## src/rtl/bcd_fpu_pkg.sv

```systemverilog
// Shared types and helpers for the decimal FPU add/sub path.
// Holds the normalizer state encoding and the BCD digit validity check.
package bcd_fpu_pkg;

  localparam int DIGIT_W = 4;

  typedef enum logic [1:0] {
    IDLE  = 2'd0,
    SHIFT = 2'd1,
    DONE  = 2'd2
  } norm_state_t;

  function automatic logic is_bad_digit(input logic [DIGIT_W-1:0] d);
    return (d > 4'd9);
  endfunction

endpackage

```

## src/rtl/bcd_msd_check.sv

```systemverilog
// Combinational flags for an N-digit BCD bus.
// Reports a nonzero most-significant digit and an all-zero bus.
module bcd_msd_check
  import bcd_fpu_pkg::*;
#(
  parameter int N = 25
) (
  input  logic [N*DIGIT_W-1:0] sig,
  output logic                 msd_nz,
  output logic                 sig_zero
);

  assign msd_nz   = |sig[N*DIGIT_W-1 -: DIGIT_W];
  assign sig_zero = ~|sig;

endmodule

```

## src/rtl/bcd_sub_normalize.sv

```systemverilog
// Post-subtract stage: resolves the result sign and left-normalizes the
// BCD significand one digit per clock, decrementing the biased exponent.
module bcd_sub_normalize
  import bcd_fpu_pkg::*;
#(
  parameter int N  = 25,
  parameter int EW = 14,
  parameter int CW = $clog2(N)
) (
  input  logic                 clk,
  input  logic                 rst,
  input  logic                 i_valid,
  output logic                 i_ready,
  input  logic [N*DIGIT_W-1:0] i_sig,
  input  logic                 i_co,
  input  logic                 i_sign,
  input  logic [EW-1:0]        i_exp,
  output logic                 o_valid,
  input  logic                 o_ready,
  output logic [N*DIGIT_W-1:0] o_sig,
  output logic [EW-1:0]        o_exp,
  output logic                 o_sign,
  output logic                 o_zero,
  output logic                 o_bad,
  output logic [CW-1:0]        o_shift
);

  norm_state_t         state_q, state_d;
  logic [N*DIGIT_W-1:0] sig_q, sig_d;
  logic [EW-1:0]        exp_q, exp_d;
  logic [CW-1:0]        cnt_q, cnt_d;
  logic                 sign_q, sign_d;
  logic                 zero_q, zero_d;
  logic                 bad_q, bad_d;
  logic                 msd_nz;
  logic                 sig_zero;
  logic                 bad_any;

  bcd_msd_check #(.N(N)) u_msd_check (
    .sig      (sig_q),
    .msd_nz   (msd_nz),
    .sig_zero (sig_zero)
  );

  // Flag any non-decimal nibble on the incoming beat
  always_comb begin
    bad_any = 1'b0;
    for (int i = 0; i < N; i++) begin
      bad_any = bad_any | is_bad_digit(i_sig[i*DIGIT_W +: DIGIT_W]);
    end
  end

  // Next-state and working-register update
  always_comb begin
    state_d = state_q;
    sig_d   = sig_q;
    exp_d   = exp_q;
    cnt_d   = cnt_q;
    sign_d  = sign_q;
    zero_d  = zero_q;
    bad_d   = bad_q;
    case (state_q)
      IDLE: begin
        if (i_valid) begin
          sig_d   = i_sig;
          exp_d   = i_exp;
          sign_d  = i_sign ^ ~i_co;
          bad_d   = bad_any;
          zero_d  = 1'b0;
          cnt_d   = {CW{1'b0}};
          state_d = SHIFT;
        end else begin
          state_d = IDLE;
        end
      end
      SHIFT: begin
        // Zero keeps the operand-derived sign; it is not forced positive
        if (sig_zero) begin
          zero_d  = 1'b1;
          state_d = DONE;
        end else if (msd_nz || (exp_q == {EW{1'b0}})) begin
          state_d = DONE;
        end else begin
          sig_d = {sig_q[N*DIGIT_W-DIGIT_W-1:0], {DIGIT_W{1'b0}}};
          exp_d = exp_q - {{(EW-1){1'b0}}, 1'b1};
          cnt_d = cnt_q + {{(CW-1){1'b0}}, 1'b1};
        end
      end
      DONE: begin
        if (o_ready) begin
          state_d = IDLE;
        end else begin
          state_d = DONE;
        end
      end
      default: begin
        state_d = IDLE;
      end
    endcase
  end

  // State and working registers
  always_ff @(posedge clk) begin
    if (rst) begin
      state_q <= IDLE;
      sig_q   <= {(N*DIGIT_W){1'b0}};
      exp_q   <= {EW{1'b0}};
      cnt_q   <= {CW{1'b0}};
      sign_q  <= 1'b0;
      zero_q  <= 1'b0;
      bad_q   <= 1'b0;
    end else begin
      state_q <= state_d;
      sig_q   <= sig_d;
      exp_q   <= exp_d;
      cnt_q   <= cnt_d;
      sign_q  <= sign_d;
      zero_q  <= zero_d;
      bad_q   <= bad_d;
    end
  end

  assign i_ready = (state_q == IDLE);
  assign o_valid = (state_q == DONE);
  assign o_sig   = sig_q;
  assign o_exp   = exp_q;
  assign o_sign  = sign_q;
  assign o_zero  = zero_q;
  assign o_bad   = bad_q;
  assign o_shift = cnt_q;

endmodule

```

## config.mk

```make
export PLATFORM = sky130hd
export DESIGN_NAME = bcd_sub_normalize
export DESIGN_NICKNAME = d
export VERILOG_FILES = /design/src/rtl/bcd_fpu_pkg.sv /design/src/rtl/bcd_msd_check.sv /design/src/rtl/bcd_sub_normalize.sv
export SDC_FILE = /design/constraint.sdc
export NUM_CORES = 1
export LEC_CHECK = 0
export BUFFER_PORTS_ARGS = -buffer_cell sky130_fd_sc_hd__buf_2
export CELL_PAD_IN_SITES_DETAIL_PLACEMENT = 1
export CELL_PAD_IN_SITES_GLOBAL_PLACEMENT = 2
export CORE_AREA = 2 2 135 150
export CTS_CLUSTER_DIAMETER = 150
export DETAILED_ROUTE_END_ITERATION = 8
export DIE_AREA = 0 0 137 152
export PLACE_DENSITY = 0.95
export SYNTH_ARGS = -nofsm -noshare
export SYNTH_HDL_FRONTEND = slang
export SYNTH_SLANG_ARGS = --single-unit
```

## constraint.sdc

```tcl
create_clock -name clk -period 4.7 [get_ports clk]
set_input_delay 0.705 -clock clk [delete_from_list [all_inputs] [get_ports clk]]
set_output_delay 0.705 -clock clk [all_outputs]
set_load 0.02 [all_outputs]
```

==> impl_metrics.yaml, run 1 <==
run:
  maxCapViolations: 0
clock_network:
  ctsHoldBuffers: 0
  numCtsBuffers: 17
  clockRootBuffer: "clkbuf_16"
  clock_latency_ns: 0.42
  cts_tree: "yes"
  clk_path_buf_depth: 2
  clkSlewWorstSetupHoldPaths_ns: 0.06
  h-tree-depth: 4
  clock_sinks: 124
  postCtsSetupBuffers: 0
  cts_resized: 0
placed_design:
  dp_slack_ns: 1.12
  io_buffer_count: 243
  gp_congestion: 0.869
  dp_hpwl_mm: 16.7
global_routing:
  grt_pass1_vias: 5796
  gr-total-overflow: 0
  grtUsageTotal_pct: 21.6
  grt_max_degree: 97
  antenna_found_initial: 2
  grt_pass1_wl_mm: 34.3
timing:
  fin_worst_skew_ns: 0.0134
  rsz0062_at_grt: "false"
  slew_headroom_pct: 30.0
  drv_slew: 0
  worst_pin_slew_ns: 1.05
  min_period_ns: 3.51
  tns_ns: 0
  period_share_pct: 74.7
  setup_viol: 0
  fmax_mhz: 285
  setup_slack_ns: 1.19
  hold_viol: 0
  timing.hold.ws_ns: 0.456
critical_path:
  crit_type: "flip-flop to flip-flop"
  worstPathMaxFanout: 29
  reg2reg_depth: 7
  r2r_slack_ns: 1.19
  endpoint_kind: "flip-flop"
  r2r-end: "o_sig[67]"
  crit_required_ns: 5.04
  r2r-start: "o_sig[99]"
  cp-start-kind: "flip-flop"
  cp_data_arrival_time_ns: 3.85
synthesis:
  synth_area_mm2: 0.00568
  yosys-top-cells-area: "dfxtp_1 (44%), mux2i_1 (17%), o2bb2ai_1 (15%)"
  synth_seq_cells: 124
  syn-num-nets: 682
  synth-main-ff-cell: "dfxtp_1"
  synth.distinct_cells: 44
  synth_top_cells_by_count: "dfxtp_1 (124), mux2i_1 (98), o2bb2ai_1 (96), o21ai_0 (38), nor4_1 (26)"
  synth.yosys.seq_area_share_pct: 43.7
  synthArstFlopShare_pct: 0
  synth.avg_cell_area_um2: 10.1
  synth_top_area_share_pct: 43.7
  yosysMostFrequentCell: "dfxtp_1"
  syn_inst: 560
  yosys_warnings: 0
  synth_edf_count: 0
  yosys.area.top_type: "dfxtp_1"
hold_path:
  worstHoldPathType: "flip-flop to flip-flop"
  worstHoldStart: "o_sign"
  hold_depth: 2
  holdPathEnd: "o_sign"
finish:
  fin_nets: 912
  area_growth_pct: 36.8
  drive_gt1_share_pct: 36.2
route:
  wl_per_cell_um: 21.1
  drc: 0
  vias_per_cell: 5.45
  drtIter0Drc: 235
  finalWirelength_mm: 22.3
  dr.pass1.iters: 4
  antenna_left: 0
  vias: 5761
pwr:
  powerDensity_mw_per_mm2: 509
  ir_worst_vdd_mv: 0.334
  p_total_mw: 3.96
  cellLeakagePower_nw: 3.83
floorplan:
  die_h_um: 152
  io-pin-count: 244
  core_mm2: 0.0195
  start_util_pct: 29.2
  rows: 54
  die_area_mm2: 0.0208
  die_width_um: 137
run_status:
  status: "complete, no violations"
==> final cells by class <==
class | instances | area (µm²)
Antenna cell | 2 | 5.00
Clock buffer | 18 | 429
Clock inverter | 14 | 169
Fill cell | 2315 | 11700
Inverter | 6 | 22.5
Multi-Input combinational cell | 391 | 3030
Sequential cell | 124 | 2480
Tap cell | 252 | 315
Timing Repair Buffer | 250 | 1320
==> stage by stage <==
step / instances / utilization [%] / area [µm²]
final: 1057 / 39.9 / 7770
after floorplan: 560 / - / 5680
after global placement: 1023 / 36.8 / 7170
after detailed placement: 1023 / 36.8 / 7170
after CTS: 1055 / 39.9 / 7760
after global routing: 1055 / 39.9 / 7760
==> registers in the layout (all words and copies together) (netlist names) <==
signal	count
o_sig	100
o_shift	5
o_exp	14
o_bad	1
o_zero	1
state_q	2
o_sign	1
==> worst max-delay path by stage <==
stage	start	slack, ns	to	depth (start not counted)
global placement	o_sig[99]	1.16	o_sig[5]	7
detailed placement	o_sig[99]	1.12	o_sig[67]	7
global route	o_sig[99]	0.98	o_sig[75]	7
CTS	o_sig[99]	1.10	o_sig[67]	7
finish	o_sig[99]	1.19	o_sig[67]	7
floorplan	o_exp[0]	2.09	o_exp[11]	11
==> cells by family (layout without fill, tap and decap cells) <==
logic type,count (synthesis),in the layout,share of synthesized area (%)
fa+ha+maj,2,2,0.440
buf+inv,45,288,3.15
simple gates,110,110,10.4
other cells,0,2,0
flops,124,124,43.7
mux,98,98,17.3
xor+xnor,1,1,0.154
compound gates,180,180,24.8
==> where the power goes <==
part	internal, mW	total [mW]	switching, mW
Clock	0.835	1.35	0.519
Sequential	1.22	1.42	0.209
Combinational	0.450	1.18	0.728
==> critical path: stages, from the launching register on <==
cell,delay [ns]
dfxtp_1,0.34
nor4_2,0.72
nand3_1,0.17
or4_4,0.62
o21a_1,0.37
nor2_4,0.73
buf_4,0.33
o2bb2ai_1,0.14
==> cell usage in the layout (no fill, tap or decap), types with 6 or more instances in the layout <==
cell type / netlist / layout
mux2i_1: 98 / 98
o2bb2ai_1: 96 / 96
o21ai_0: 38 / 38
buf_2: 8 / 243
dfxtp_1: 124 / 124
nor3_1: 8 / 8
nor4_1: 26 / 26
o31ai_1: 7 / 7
clkbuf_16: 0 / 17
nand4_1: 11 / 11
a21oi_1: 6 / 6
or3_1: 8 / 8
a221o_1: 6 / 6
a22o_1: 7 / 7
nand2_1: 23 / 23
nor2_1: 17 / 17
==> per-layer routing <==
| metal | track usage (%) | up-vias | share of wire, % |
|---|---|---|---|
| li1 | - | 2677 | - |
| met1 | 28.1 | 2812 | 43 |
| met2 | 34.5 | 238 | 47 |
| met3 | 5.01 | 34 | 6.9 |
| met4 | 8.05 | 0 | 2.6 |
| met5 | 0 | - | 0 |
Note: power is estimated with default switching activity, not from simulation.
==> inputs of run 2 (changes only) <==
--- a/config.mk
+++ b/config.mk
@@ -5,14 +5,15 @@
 export SDC_FILE = /design/constraint.sdc
 export NUM_CORES = 1
 export LEC_CHECK = 0
+export ABC_AREA = 1
 export BUFFER_PORTS_ARGS = -buffer_cell sky130_fd_sc_hd__buf_2
 export CELL_PAD_IN_SITES_DETAIL_PLACEMENT = 1
 export CELL_PAD_IN_SITES_GLOBAL_PLACEMENT = 2
-export CORE_AREA = 2 2 135 150
+export CORE_AREA = 2 2 165 183
 export CTS_CLUSTER_DIAMETER = 150
 export DETAILED_ROUTE_END_ITERATION = 8
-export DIE_AREA = 0 0 137 152
-export PLACE_DENSITY = 0.95
+export DIE_AREA = 0 0 167 185
+export PLACE_DENSITY = 0.86
 export SYNTH_ARGS = -nofsm -noshare
 export SYNTH_HDL_FRONTEND = slang
 export SYNTH_SLANG_ARGS = --single-unit
==> constraint.sdc (replaced) <==
create_clock -name clk -period 3.15 [get_ports clk]
set_input_delay 0.4725 -clock clk [delete_from_list [all_inputs] [get_ports clk]]
set_output_delay 0.4725 -clock clk [all_outputs]
set_load 0.02 [all_outputs]
==> run 2 against run 1 <==
Net effect: combinational power increased by 81%; sequential cell count unchanged; register-to-register slack got worse by 0.46 ns; via count increased by 25%; non-clock buffer count increased by 4; final area increased by 12%; setup slack got worse by 0.46 ns; total power increased by 57%; clock skew increased by 0.0050 ns; clock power increased by 54%; synthesized area increased by 16%; largest cell class unchanged.
==> impl_metrics.yaml, run 2 <==
global_routing:
  grt_pass1_vias: 7348
  grt_max_degree: 119
  grt_pass1_wl_mm: 41.2
  grtUsageTotal_pct: 17.1
  antenna_found_initial: 2
  gr-total-overflow: 0
synthesis:
  synth_top_family_by_area: "simple AND/OR/NAND/NOR gates"
  synth_compound_area_share_pct: 21.8
  synth.yosys.seq_area_share_pct: 37.6
  yosys-top-cells-area: "dfxtp_1 (38%), o21ai_0 (14%), nand2_1 (11%)"
  synthMuxAreaShare_pct: 0
  syn_inst: 969
  synth_seq_cells: 124
  yosys.area.top_type: "dfxtp_1"
  synth.avg_cell_area_um2: 6.82
  synth_area_mm2: 0.00661
  synthAdderAreaFrac_pct: 0.379
  yosys_warnings: 0
  synth_top_area_share_pct: 37.6
  synth_xor_area_share_pct: 1.46
  yosysMostFrequentCell: "nand2_1"
  synth_edf_count: 0
  synth_top_cells_by_count: "nand2_1 (186), o21ai_0 (185), nand3_1 (135), dfxtp_1 (124), inv_1 (102)"
  yosys.area_share.simple_pct: 27.4
  synth-main-ff-cell: "dfxtp_1"
  synth.distinct_cells: 29
  syn-num-nets: 1091
  synthArstFlopShare_pct: 0
floorplan:
  die_h_um: 185
  core_mm2: 0.0292
  die_area_mm2: 0.0309
  start_util_pct: 22.7
  rows: 66
  die_width_um: 167
  io-pin-count: 244
finish:
  fin_nets: 1303
  final_area_mm2: 0.00872
  layout_common_cells: "buf_2 (243), nand2_1 (186), o21ai_0 (185)"
  largest_reg_flops: 100
  drive_gt1_share_pct: 30.0
  final_common_cell: "buf_2"
  finalNonFillerCells: 1570
  area_growth_pct: 32.0
placed_design:
  dp_cells: 1536
  placed_area_mm2: 0.00811
  io_buffer_count: 243
  gp_congestion: 0.828
  dp_hpwl_mm: 20.1
clock_network:
  clock_latency_ns: 0.42
  clockRootBuffer: "clkbuf_16"
  clock_sinks: 124
  postCtsSetupBuffers: 0
  ctsHoldBuffers: 0
  numCtsBuffers: 17
  clk_path_buf_depth: 2
  cts_tree: "yes"
  cts_resized: 0
  h-tree-depth: 4
  clkSlewWorstSetupHoldPaths_ns: 0.06
timing:
  period_share_pct: 76.8
  setup_viol: 0
  drv_slew: 0
  min_period_ns: 2.42
  fin_worst_skew_ns: 0.0184
  tns_ns: 0
  fmax_mhz: 413
  rsz0062_at_grt: "false"
  worst_pin_slew_ns: 0.818
  slew_headroom_pct: 45.5
  hold_viol: 0
route:
  antenna_left: 0
  drtIter0Drc: 562
  finalWirelength_mm: 26.9
  wl_per_cell_um: 17.2
  vias: 7216
  drc: 0
  vias_per_cell: 4.60
  dr.pass1.iters: 4
critical_path:
  r2r-start: "o_exp[0]"
  cp_data_arrival_time_ns: 2.73
  crit_chain: "inv_1, ha_1, nand2_1, nor2_2, nand2_1, nand2_1, nor2_4, nand2_8, nand3_4, buf_4, inv_2, nand2_1, nand2_1"
  max_stage_delay_ns: 0.52
  crit_required_ns: 3.46
  cpMostUsedCell: "nand2_1"
  crit_type: "flip-flop to flip-flop"
  reg2reg_depth: 13
  worstPathMaxFanout: 57
  cp-start-kind: "flip-flop"
  crit_slowest_cell: "buf_4"
  r2r-end: "o_shift[1]"
  r2r_slack_ns: 0.73
  endpoint_kind: "flip-flop"
hold_path:
  worstHoldPathType: "input port to flip-flop"
  hold_depth: 3
  holdPathEnd: "o_sig[2]"
  worstHoldStart: "i_sig[2]"
run:
  maxCapViolations: 0
pwr:
  powerDensity_mw_per_mm2: 710
  cellLeakagePower_nw: 4.12
  ir_worst_vdd_mv: 0.317
run_status:
  status: "complete, no violations"
==> run 2: cell types whose count changed in the layout (fill, tap and decap cells not counted), sizes merged, moves of 8 or more <==
cell	previous run	this run
o21ai	39	235
nand2	23	189
nand3	4	136
inv	7	118
mux2i	98	0
o2bb2ai	96	0
nor2	18	61
nor4	27	3
or3	8	0
==> run 2: worst max-delay path by stage <==
stage	startpoint	end	slack [ns]	cells after the start
CTS	o_exp[0]	o_sig[96]	0.66	13
global placement	state_q[0]	o_shift[1]	0.79	10
global route	o_exp[0]	o_shift[1]	0.40	13
finish	o_exp[0]	o_shift[1]	0.73	13
detailed placement	o_exp[0]	o_shift[1]	0.69	13
floorplan	o_exp[0]	o_sig[10]	1.30	12
==> run 2: logic make-up (layout without fill, tap and decap cells) <==
family | after synthesis | after routing
AND/OR/NAND/NOR | 409 | 409
AO/OA/AOI/OAI | 248 | 248
buffers and inverters | 175 | 400
flip-flops | 124 | 124
XOR/XNOR | 11 | 11
adder cells (fa/ha/maj) | 2 | 2
other | 0 | 2
==> run 2: final cells by class <==
cell class	count	area, µm²
clock inverters	15	188
multi-input cells	670	3370
flip-flops and latches	124	2480
diodes	2	5.00
inverters	114	435
well taps	374	468
fillers	3699	20400
clock buffers	17	425
repair buffers	254	1350
==> run 2: worst max-delay path, delay by kind of cell (launching register included) <==
family	cells	cell delay [ns]
fa+ha+maj	1	0.24
buf+inv	3	0.84
flops	1	0.35
simple gates	9	0.86
==> run 2: where the power goes <==
| part | switching [mW] | internal [mW] | total, mW |
|---|---|---|---|
| clock | 0.818 | 1.26 | 2.08 |
| combinational | 1.47 | 0.658 | 2.13 |
| sequential | 0.190 | 1.80 | 1.99 |
==> run 2: metal layers <==
metal  wire (µm)  share of wire (%)  track usage, %
met5           0                  0               0
met4         465                1.7            5.52
met3        1290                4.8            3.44
met2       13200                 49            29.7
met1       11900                 44            21.1
==> run 2: stage by stage <==
step	utilization, %	hold slack [ns]	setup WS [ns]	power [mW]
2_1_floorplan	-	0.536	1.30	3.43
3_3_place_gp	27.8	0.454	0.785	4.15
3_5_place_dp	27.8	0.460	0.692	4.18
4_1_cts	29.9	0.300	0.657	6.29
5_1_grt	29.9	0.320	0.404	6.61
6_report	29.9	0.325	0.730	6.20
